### src/rtl/serial_adder_if.sv
// Request/result bundle for the bit-serial adder: operands and start in, sum/carry and status out.
interface serial_adder_if #(
   parameter int WIDTH = 8
);
   logic             start;
   logic [WIDTH-1:0] a;
   logic [WIDTH-1:0] b;
   logic             cin;
   logic             busy;
   logic             done;
   logic [WIDTH-1:0] sum;
   logic             cout;

   modport master (
      output start, a, b, cin,
      input  busy, done, sum, cout
   );

   modport slave (
      input  start, a, b, cin,
      output busy, done, sum, cout
   );
endinterface

### src/rtl/serial_adder_ctrl.sv
// Bit-serial WIDTH-bit adder: one full-adder slice per clock, LSB first, result with a done pulse.
module serial_adder_ctrl #(
   parameter int WIDTH = 8
) (
   input  logic           clk,
   input  logic           rst,
   serial_adder_if.slave  bus
);
   localparam int               CNT_W = $clog2(WIDTH);
   localparam logic [CNT_W-1:0] LAST  = CNT_W'(WIDTH - 1);

   typedef enum logic [1:0] {
      IDLE  = 2'd0,
      SHIFT = 2'd1,
      DONE  = 2'd2
   } state_e;

   state_e           state_q, state_d;
   logic [WIDTH-1:0] areg_q, areg_d;
   logic [WIDTH-1:0] breg_q, breg_d;
   logic             carry_q, carry_d;
   logic [CNT_W-1:0] cnt_q, cnt_d;
   logic [WIDTH-1:0] sum_q, sum_d;
   logic             cout_q, cout_d;
   logic             s_bit, c_bit;

   // NOTE: every register has a reset value here; none of this is a memory array, so clearing it is free.
   // NOTE: sequential state uses non-blocking assignments so all registers update from pre-edge values.
   always_ff @(posedge clk) begin
      if (rst) begin
         state_q <= IDLE;
         areg_q  <= '0;
         breg_q  <= '0;
         carry_q <= 1'b0;
         cnt_q   <= '0;
         sum_q   <= '0;
         cout_q  <= 1'b0;
      end else begin
         state_q <= state_d;
         areg_q  <= areg_d;
         breg_q  <= breg_d;
         carry_q <= carry_d;
         cnt_q   <= cnt_d;
         sum_q   <= sum_d;
         cout_q  <= cout_d;
      end
   end

   assign s_bit = areg_q[0] ^ breg_q[0] ^ carry_q;
   assign c_bit = (areg_q[0] & breg_q[0]) | (carry_q & (areg_q[0] ^ breg_q[0]));

   // NOTE: every output of this block gets a default first, so no path can infer a latch.
   always_comb begin
      state_d = state_q;
      areg_d  = areg_q;
      breg_d  = breg_q;
      carry_d = carry_q;
      cnt_d   = cnt_q;
      sum_d   = sum_q;
      cout_d  = cout_q;

      unique case (state_q)
         IDLE: begin
            if (bus.start) begin
               areg_d  = bus.a;
               breg_d  = bus.b;
               carry_d = bus.cin;
               cnt_d   = '0;
               state_d = SHIFT;
            end
         end
         SHIFT: begin
            // Sum bits enter the MSB as operand A drains out, so areg doubles as the sum shifter.
            areg_d  = {s_bit, areg_q[WIDTH-1:1]};
            breg_d  = {1'b0, breg_q[WIDTH-1:1]};
            carry_d = c_bit;
            cnt_d   = cnt_q + 1'b1;
            if (cnt_q == LAST) begin
               sum_d   = areg_d;
               cout_d  = c_bit;
               state_d = DONE;
            end
         end
         DONE: begin
            state_d = IDLE;
         end
         default: begin
            state_d = IDLE;
         end
      endcase
   end

   assign bus.busy = (state_q == SHIFT);
   assign bus.done = (state_q == DONE);
   assign bus.sum  = sum_q;
   assign bus.cout = cout_q;
endmodule

### src/flat_wrapper.sv
// flat-port wrapper written by rule: the top's interface ports become plain ports
module serial_adder_ctrl_flat 
#(
   parameter int WIDTH = 8
)
  (clk, rst, bus_start, bus_a, bus_b, bus_cin, bus_busy, bus_done, bus_sum, bus_cout);
  serial_adder_if #(.WIDTH(WIDTH)) bus_i ();
  input  logic clk;
  input  logic rst;
  input wire logic [$bits(bus_i.start)-1:0] bus_start;
  input wire logic [$bits(bus_i.a)-1:0] bus_a;
  input wire logic [$bits(bus_i.b)-1:0] bus_b;
  input wire logic [$bits(bus_i.cin)-1:0] bus_cin;
  output wire logic [$bits(bus_i.busy)-1:0] bus_busy;
  output wire logic [$bits(bus_i.done)-1:0] bus_done;
  output wire logic [$bits(bus_i.sum)-1:0] bus_sum;
  output wire logic [$bits(bus_i.cout)-1:0] bus_cout;
  assign bus_i.start = bus_start;
  assign bus_i.a = bus_a;
  assign bus_i.b = bus_b;
  assign bus_i.cin = bus_cin;
  assign bus_busy = bus_i.busy;
  assign bus_done = bus_i.done;
  assign bus_sum = bus_i.sum;
  assign bus_cout = bus_i.cout;
  serial_adder_ctrl #(.WIDTH(WIDTH)) u_core (.clk(clk), .rst(rst), .bus(bus_i));
endmodule
### config.mk
export PLATFORM = sky130hd
export DESIGN_NAME = serial_adder_ctrl_flat
export DESIGN_NICKNAME = d
export VERILOG_FILES = /design/src/rtl/serial_adder_if.sv /design/src/rtl/serial_adder_ctrl.sv /design/src/flat_wrapper.sv
export SDC_FILE = /design/constraint.sdc
export NUM_CORES = 1
export LEC_CHECK = 0
export BUFFER_PORTS_ARGS = -buffer_cell sky130_fd_sc_hd__buf_2
export CAP_MARGIN = 5
export CORE_MARGIN = 2
export CORE_UTILIZATION = 50
export DETAILED_ROUTE_END_ITERATION = 7
export PLACE_DENSITY = 0.7
export SLEW_MARGIN = 20
export SYNTH_ARGS = -nofsm -noshare
export SYNTH_HDL_FRONTEND = slang
export SYNTH_SLANG_ARGS = --single-unit
### constraint.sdc
create_clock -name clk -period 1.6 [get_ports clk]
set_input_delay 0.16 -clock clk [delete_from_list [all_inputs] [get_ports clk]]
set_output_delay 0.16 -clock clk [all_outputs]
set_load 0.005 [all_outputs]
Word-level counts from Yosys, hierarchy flattened
Cells that the tools add are included.
{ "classes": {"n_eq_ne": 5, "n_bitwise": 5, "addsub": 1, "mux": 11, "n_reduce_logical": 5} }
{ "ops": {"columns": ["cell", "count"], "rows": [
  ["$pmux W8 S2", 2],
  ["$mux W8", 2],
  ["$pmux W3 S2", 1],
  ["$reduce_and A2 Y1", 3],
  ["$mux W2", 2],
  ["$pmux W2 S2", 1],
  ["$add A3 B1 Y3 const B", 1],
  ["$eq A3 B3 Y1 const B", 1],
  ["$mux W3", 1],
  ["$and A1 B1 Y1", 2],
  ["$eq A2 B1 Y1 const B", 1],
  ["$eq A2 B2 Y1 const B", 1],
  ["$logic_not A2 Y1", 1],
  ["$ne A2 B1 Y1 const B", 1],
  ["$ne A2 B2 Y1 const B", 1],
  ["$pmux W1 S2", 1],
  ["$reduce_bool A2 Y1", 1],
  ["$xor A1 B1 Y1", 2],
  ["$mux W1", 1],
  ["$or A1 B1 Y1", 1]
]} }
{ "word_totals": {"in_bits": 20, "out_inout_bits": 11, "regBits": 31, "word_cells": 34} }

Longest topological paths before layout
{ "logic_depth": {"depth_word": 4, "depth_mapped": 7, "ltp_nobuf": 5} }

Worst setup path before layout
OpenSTA, ideal clock, no wires.
{ "synth_timing": {"path_type": "register to register", "from": "register u_core.cnt_q[0]", "to": "register u_core.sum_q[1], in the netlist u_core.bus.sum[1]", "setup_slack_ps": 238, "stages_incl_launch_ff": 7, "t_required_ps": 1470, "setup_time_ps": 130, "path_buffers": 1, "arrival_time_ps": 1232, "synth_period_minus_slack_ps": 1362, "path_cell_list": "dfxtp_1 -> ha_1 -> ha_1 -> buf_4 -> nand3b_2 -> mux2i_1 -> nor2_1"} }
{ "synth_between": {"elab_chain_cells": 2} }
{ "synth_rtl": {"columns": ["item", "line_no", "text"], "rows": [
  ["start, declared", "serial_adder_ctrl.sv:22", "logic [CNT_W-1:0] cnt_q, cnt_d;"],
  ["start signal, assigned", "serial_adder_ctrl.sv:43", "cnt_q <= cnt_d;"],
  ["$eq A3 B3 Y1", "serial_adder_ctrl.sv:78", "if (cnt_q == LAST) begin"],
  ["$reduce_and A2 Y1 (no source line)", null, null],
  ["end signal, assigned", "serial_adder_ctrl.sv:44", "sum_q <= sum_d;"],
  ["end, declared", "serial_adder_ctrl.sv:23", "logic [WIDTH-1:0] sum_q, sum_d;"]
]} }
No other way between the ends.
A chain may end at the register's enable or synchronous reset.

Worst setup path after layout
Ends and elaborated chain as after synthesis.

==> implementation parameters <==
Parameter                              Value

Status
  Status ... completed

Synthesis
  Most used DFF post-synth ... sky130_fd_sc_hd__dfxtp_1
  Number of enable flip-flop cells after synthesis ... 0
  Post-synthesis register bit count ... 31
  Fraction of registers with async set or reset after synthesis ... 0
  Net Count, Synth ... about 170
  Synth Cell Area ... 1410 sq um
  Mean area per synthesized cell ... about 9.8 sq um
  Post-synthesis sequential area ratio ... 0.441
  Yosys synthesis warning count ... 0
  Mapped Cells ... approximately 140
  Cell variety after synth ... 29

GRT
  Total overflow reported by the global router ... 0
  Wire length of the first global-routing pass ... 4.86 mm
  Antenna violations before repair ... 0
  GR Util All Layers ... 0.193
  Pin count of the biggest net entering global routing ... 32
  Vias in the first global route ... 1102

Run
  Max-Cap Viols ... 0

Finish
  Diode count ... 0
  Area overhead of the layout relative to synthesis ... 14.5%
  Utilization after layout ... 0.594
  FF+latch area ... 623 sq um
  Area of all placed cells without fillers ... 1610 sq um
  Fillers ... around 240
  Area of the multi-input gates ... roughly 670 sq um
  Fraction of final layout cells sized beyond drive strength 1 ... 0.297
  Final Net Count ... 194

Die
  Row count ... 19
  Horizontal die dimension ... between 50 and 60 microns
  Starting utilization of the core area ... 0.519
  Area of the die ... about 3300 sq um
  Area of the core ... 2710 sq um
  Height of the die ... roughly 57 microns
  # IOs ... 31

Timing
  Worst slew margin relative to its limit ... 0.627
  Final-layout setup total negative slack ... 0 ns
  Worst-case clock skew ... about 0.013 ns
  Setup violations, final ... 0
  Max Clock Freq ... 705 MHz
  Post-route fraction of the period consumed by the critical path ... 0.887
  Min Clock Period, post-route ... between 1 and 1.5 ns
  Worst Tran Pin Value ... around 0.56 ns
  Final Hold Vio Count ... 0
  Max Transition Viols Final ... 0
  RSZ-0062 raised after global routing ... no

Critical path
  Delay of the slowest cell on the worst path ... 0.35 ns
  Required time of the worst setup path ... ~1.8 ns
  Highest-delay cell along the critical path ... sky130_fd_sc_hd__dfxtp_1
  CP bufs+invs ... 0
  Worst Path Max Fanout ... 10
  Cell Chain, Critical Path ... ha_1 -> ha_1 -> nand3b_2 -> mux2i_1 -> nor2_1
  Kind of cell with the highest combined delay on the critical path ... adder cells
  Sort of element at the start of the critical path ... flop
  Setup CP Type ... flop to flop
  Worst Path Arrival ... approximately 1.6 ns
  Critical Path Most Common Cell ... sky130_fd_sc_hd__ha_1
  Kind of end point of the critical path ... flop

Clock tree
  Buffer depth of the longest clock path ... 2
  Worst skew pair latency ... ~0.33 ns
  Number of clock buffers inserted by TritonCTS ... 5
  Clock Pin Slew Worst Setup and Hold Paths ... approximately 0.11 ns
  Root buffer cell ... sky130_fd_sc_hd__clkbuf_4
  Number of H-tree levels ... 2
  # clock sinks ... 31
  Clock tree from TritonCTS ... done

Place
  Placer congestion estimate ... 0.765
  Half-perimeter wire length after placement ... between 1.5 and 2 mm
  Port Buf Inserts ... 30
  Total cell area at the placement stage ... ~1500 sq um

Worst hold path
  Worst Hold Class ... input pin to flop

Power and ir drop
  Highest ir drop seen on vdd ... 0.000739 V
  Pwr per Cell Area ... between 1000 and 1500 nW/um^2
  Pleak ... roughly 0.7 nW

Route
  Drt drc ... 0
  Via density ... ~5.3
  1st-pass router iterations ... 4
  Total via count in the routed design ... 1071
  Detail Route Antenna Nets ... 0
  Final WL ... ~2.7 mm
  Routed WL per cell ... roughly 13 microns
  Detailed router's first-iteration violation count ... 24
## sequential cells by signal, indices dropped and copies added, names as in the netlist
| signal | count |
|---|---|
| u_core.bus.sum | 8 |
| u_core.state_q | 2 |
| u_core.bus.cout | 1 |
| u_core.areg_q | 8 |
| u_core.carry_q | 1 |
| u_core.breg_q | 8 |
| u_core.cnt_q | 3 |
## final timing paths
path | from | endpoint | cells past startpoint | slack, ns
max | u_core.cnt_q[0]$_SDFFE_PP0P_ | u_core.bus.sum[1]$_SDFFE_PP0P_ | 5 | 0.18
min | bus_a[0] | u_core.areg_q[0]$_SDFFE_PP0P_ | 3 | 0.17
max reg2reg | u_core.cnt_q[0]$_SDFFE_PP0P_ | u_core.bus.sum[1]$_SDFFE_PP0P_ | 5 | 0.18
min reg2reg | u_core.bus.cout$_SDFFE_PP0P_ | u_core.bus.cout$_SDFFE_PP0P_ | 2 | 0.46
## where the power goes
part / switching [mW] / leakage, nW / total (mW) / internal, mW
logic: 0.100 / 0.404 / 0.190 / 0.0905
registers: 0.0350 / 0.255 / 0.850 / 0.815
clock network: 0.266 / 0.0482 / 0.636 / 0.369
## tightest hold or removal path, stage by stage
cell and delay (ns):
sky130_fd_sc_hd__buf_2 0.09, sky130_fd_sc_hd__mux2i_1 0.11, sky130_fd_sc_hd__a211oi_1 0.08
## synth_stat cells, drive strengths merged, types with 3 or more instances
library cell,n,area share
dfxtp,31,0.44
nor2,24,0.064
mux2i,16,0.11
a211oi,14,0.075
a21oi,10,0.041
buf,8,0.066
nand2,7,0.019
nand3,7,0.036
nand2b,4,0.018
nor3,4,0.014
clkbuf,3,0.0080
## cell families after synthesis
| group | synth area share |
|---|---|
| AOI/OAI and AO/OA | 0.143 |
| and+or+nand+nor | 0.187 |
| buffers and inverters | 0.0827 |
| adders and majority gates | 0.0320 |
| DFF | 0.441 |
| muxes | 0.114 |
## metrics by stage
step / hold WS, ns / setup WS, ns / total power [mW] / cells
6_report: 0.166 / 0.181 / 1.68 / 203
2_1_floorplan: 0.238 / 0.238 / 1.01 / 143
5_1_grt: 0.160 / 0.0726 / 1.76 / 203
4_1_cts: 0.162 / 0.00478 / 1.69 / 203
3_3_place_gp: 0.441 / 0.245 / 1.05 / 195
3_5_place_dp: 0.447 / 0.188 / 1.06 / 195
## area by class of cell
class                   count  area share
clock buffers               6      0.0319
clock inverters             2      0.0218
inverters                   2     0.00777
multi-input cells          99       0.417
flip-flops and latches     31       0.387
well taps                  31      0.0241
repair buffers             32       0.110
## metal layers
layer,vias up,global-route usage,part of all wire
li1,558,-,-
met1,482,0.226,0.45
met2,25,0.330,0.48
met3,6,0.0612,0.053
met4,0,0.0698,0.014
met5,-,0,0
## placed cells by master, fill, tap and decap left out
master / count
sky130_fd_sc_hd__bufinv_16: 1
sky130_fd_sc_hd__a211oi_1: 14
sky130_fd_sc_hd__a21oi_2: 2
sky130_fd_sc_hd__nor4_1: 1
sky130_fd_sc_hd__nand3b_2: 1
sky130_fd_sc_hd__o21bai_1: 1
sky130_fd_sc_hd__nand2b_1: 3
sky130_fd_sc_hd__fa_1: 1
sky130_fd_sc_hd__mux2i_1: 16
sky130_fd_sc_hd__nand2_1: 7
sky130_fd_sc_hd__nand2b_2: 1
sky130_fd_sc_hd__nor4bb_1: 1
sky130_fd_sc_hd__clkinv_2: 1
sky130_fd_sc_hd__clkbuf_8: 1
sky130_fd_sc_hd__a22oi_1: 2
sky130_fd_sc_hd__ha_1: 2
sky130_fd_sc_hd__nand3_1: 4
sky130_fd_sc_hd__inv_6: 1
sky130_fd_sc_hd__buf_2: 30
sky130_fd_sc_hd__nor2b_1: 1
sky130_fd_sc_hd__buf_12: 1
sky130_fd_sc_hd__nand3_2: 3
sky130_fd_sc_hd__clkbuf_4: 5
sky130_fd_sc_hd__dfxtp_1: 29
sky130_fd_sc_hd__nor3_1: 4
sky130_fd_sc_hd__a21oi_1: 8
sky130_fd_sc_hd__o21ba_4: 1
sky130_fd_sc_hd__inv_1: 1
sky130_fd_sc_hd__buf_4: 1
sky130_fd_sc_hd__nor2_1: 24
sky130_fd_sc_hd__or3b_1: 2
sky130_fd_sc_hd__dfxtp_2: 2
## what timing repair did
| item | in CTS | in global routing |
|---|---|---|
| pin swaps | 0 | 0 |
| endpoints found under the setup margin | 1 | 1 |
| resized for setup | 1 | 2 |
| buffers inserted | 0 | 0 |
| hold endpoints to repair | 0 | 0 |
| hold buffers | 0 | 0 |
Note: power is estimated with default switching activity, not from simulation.
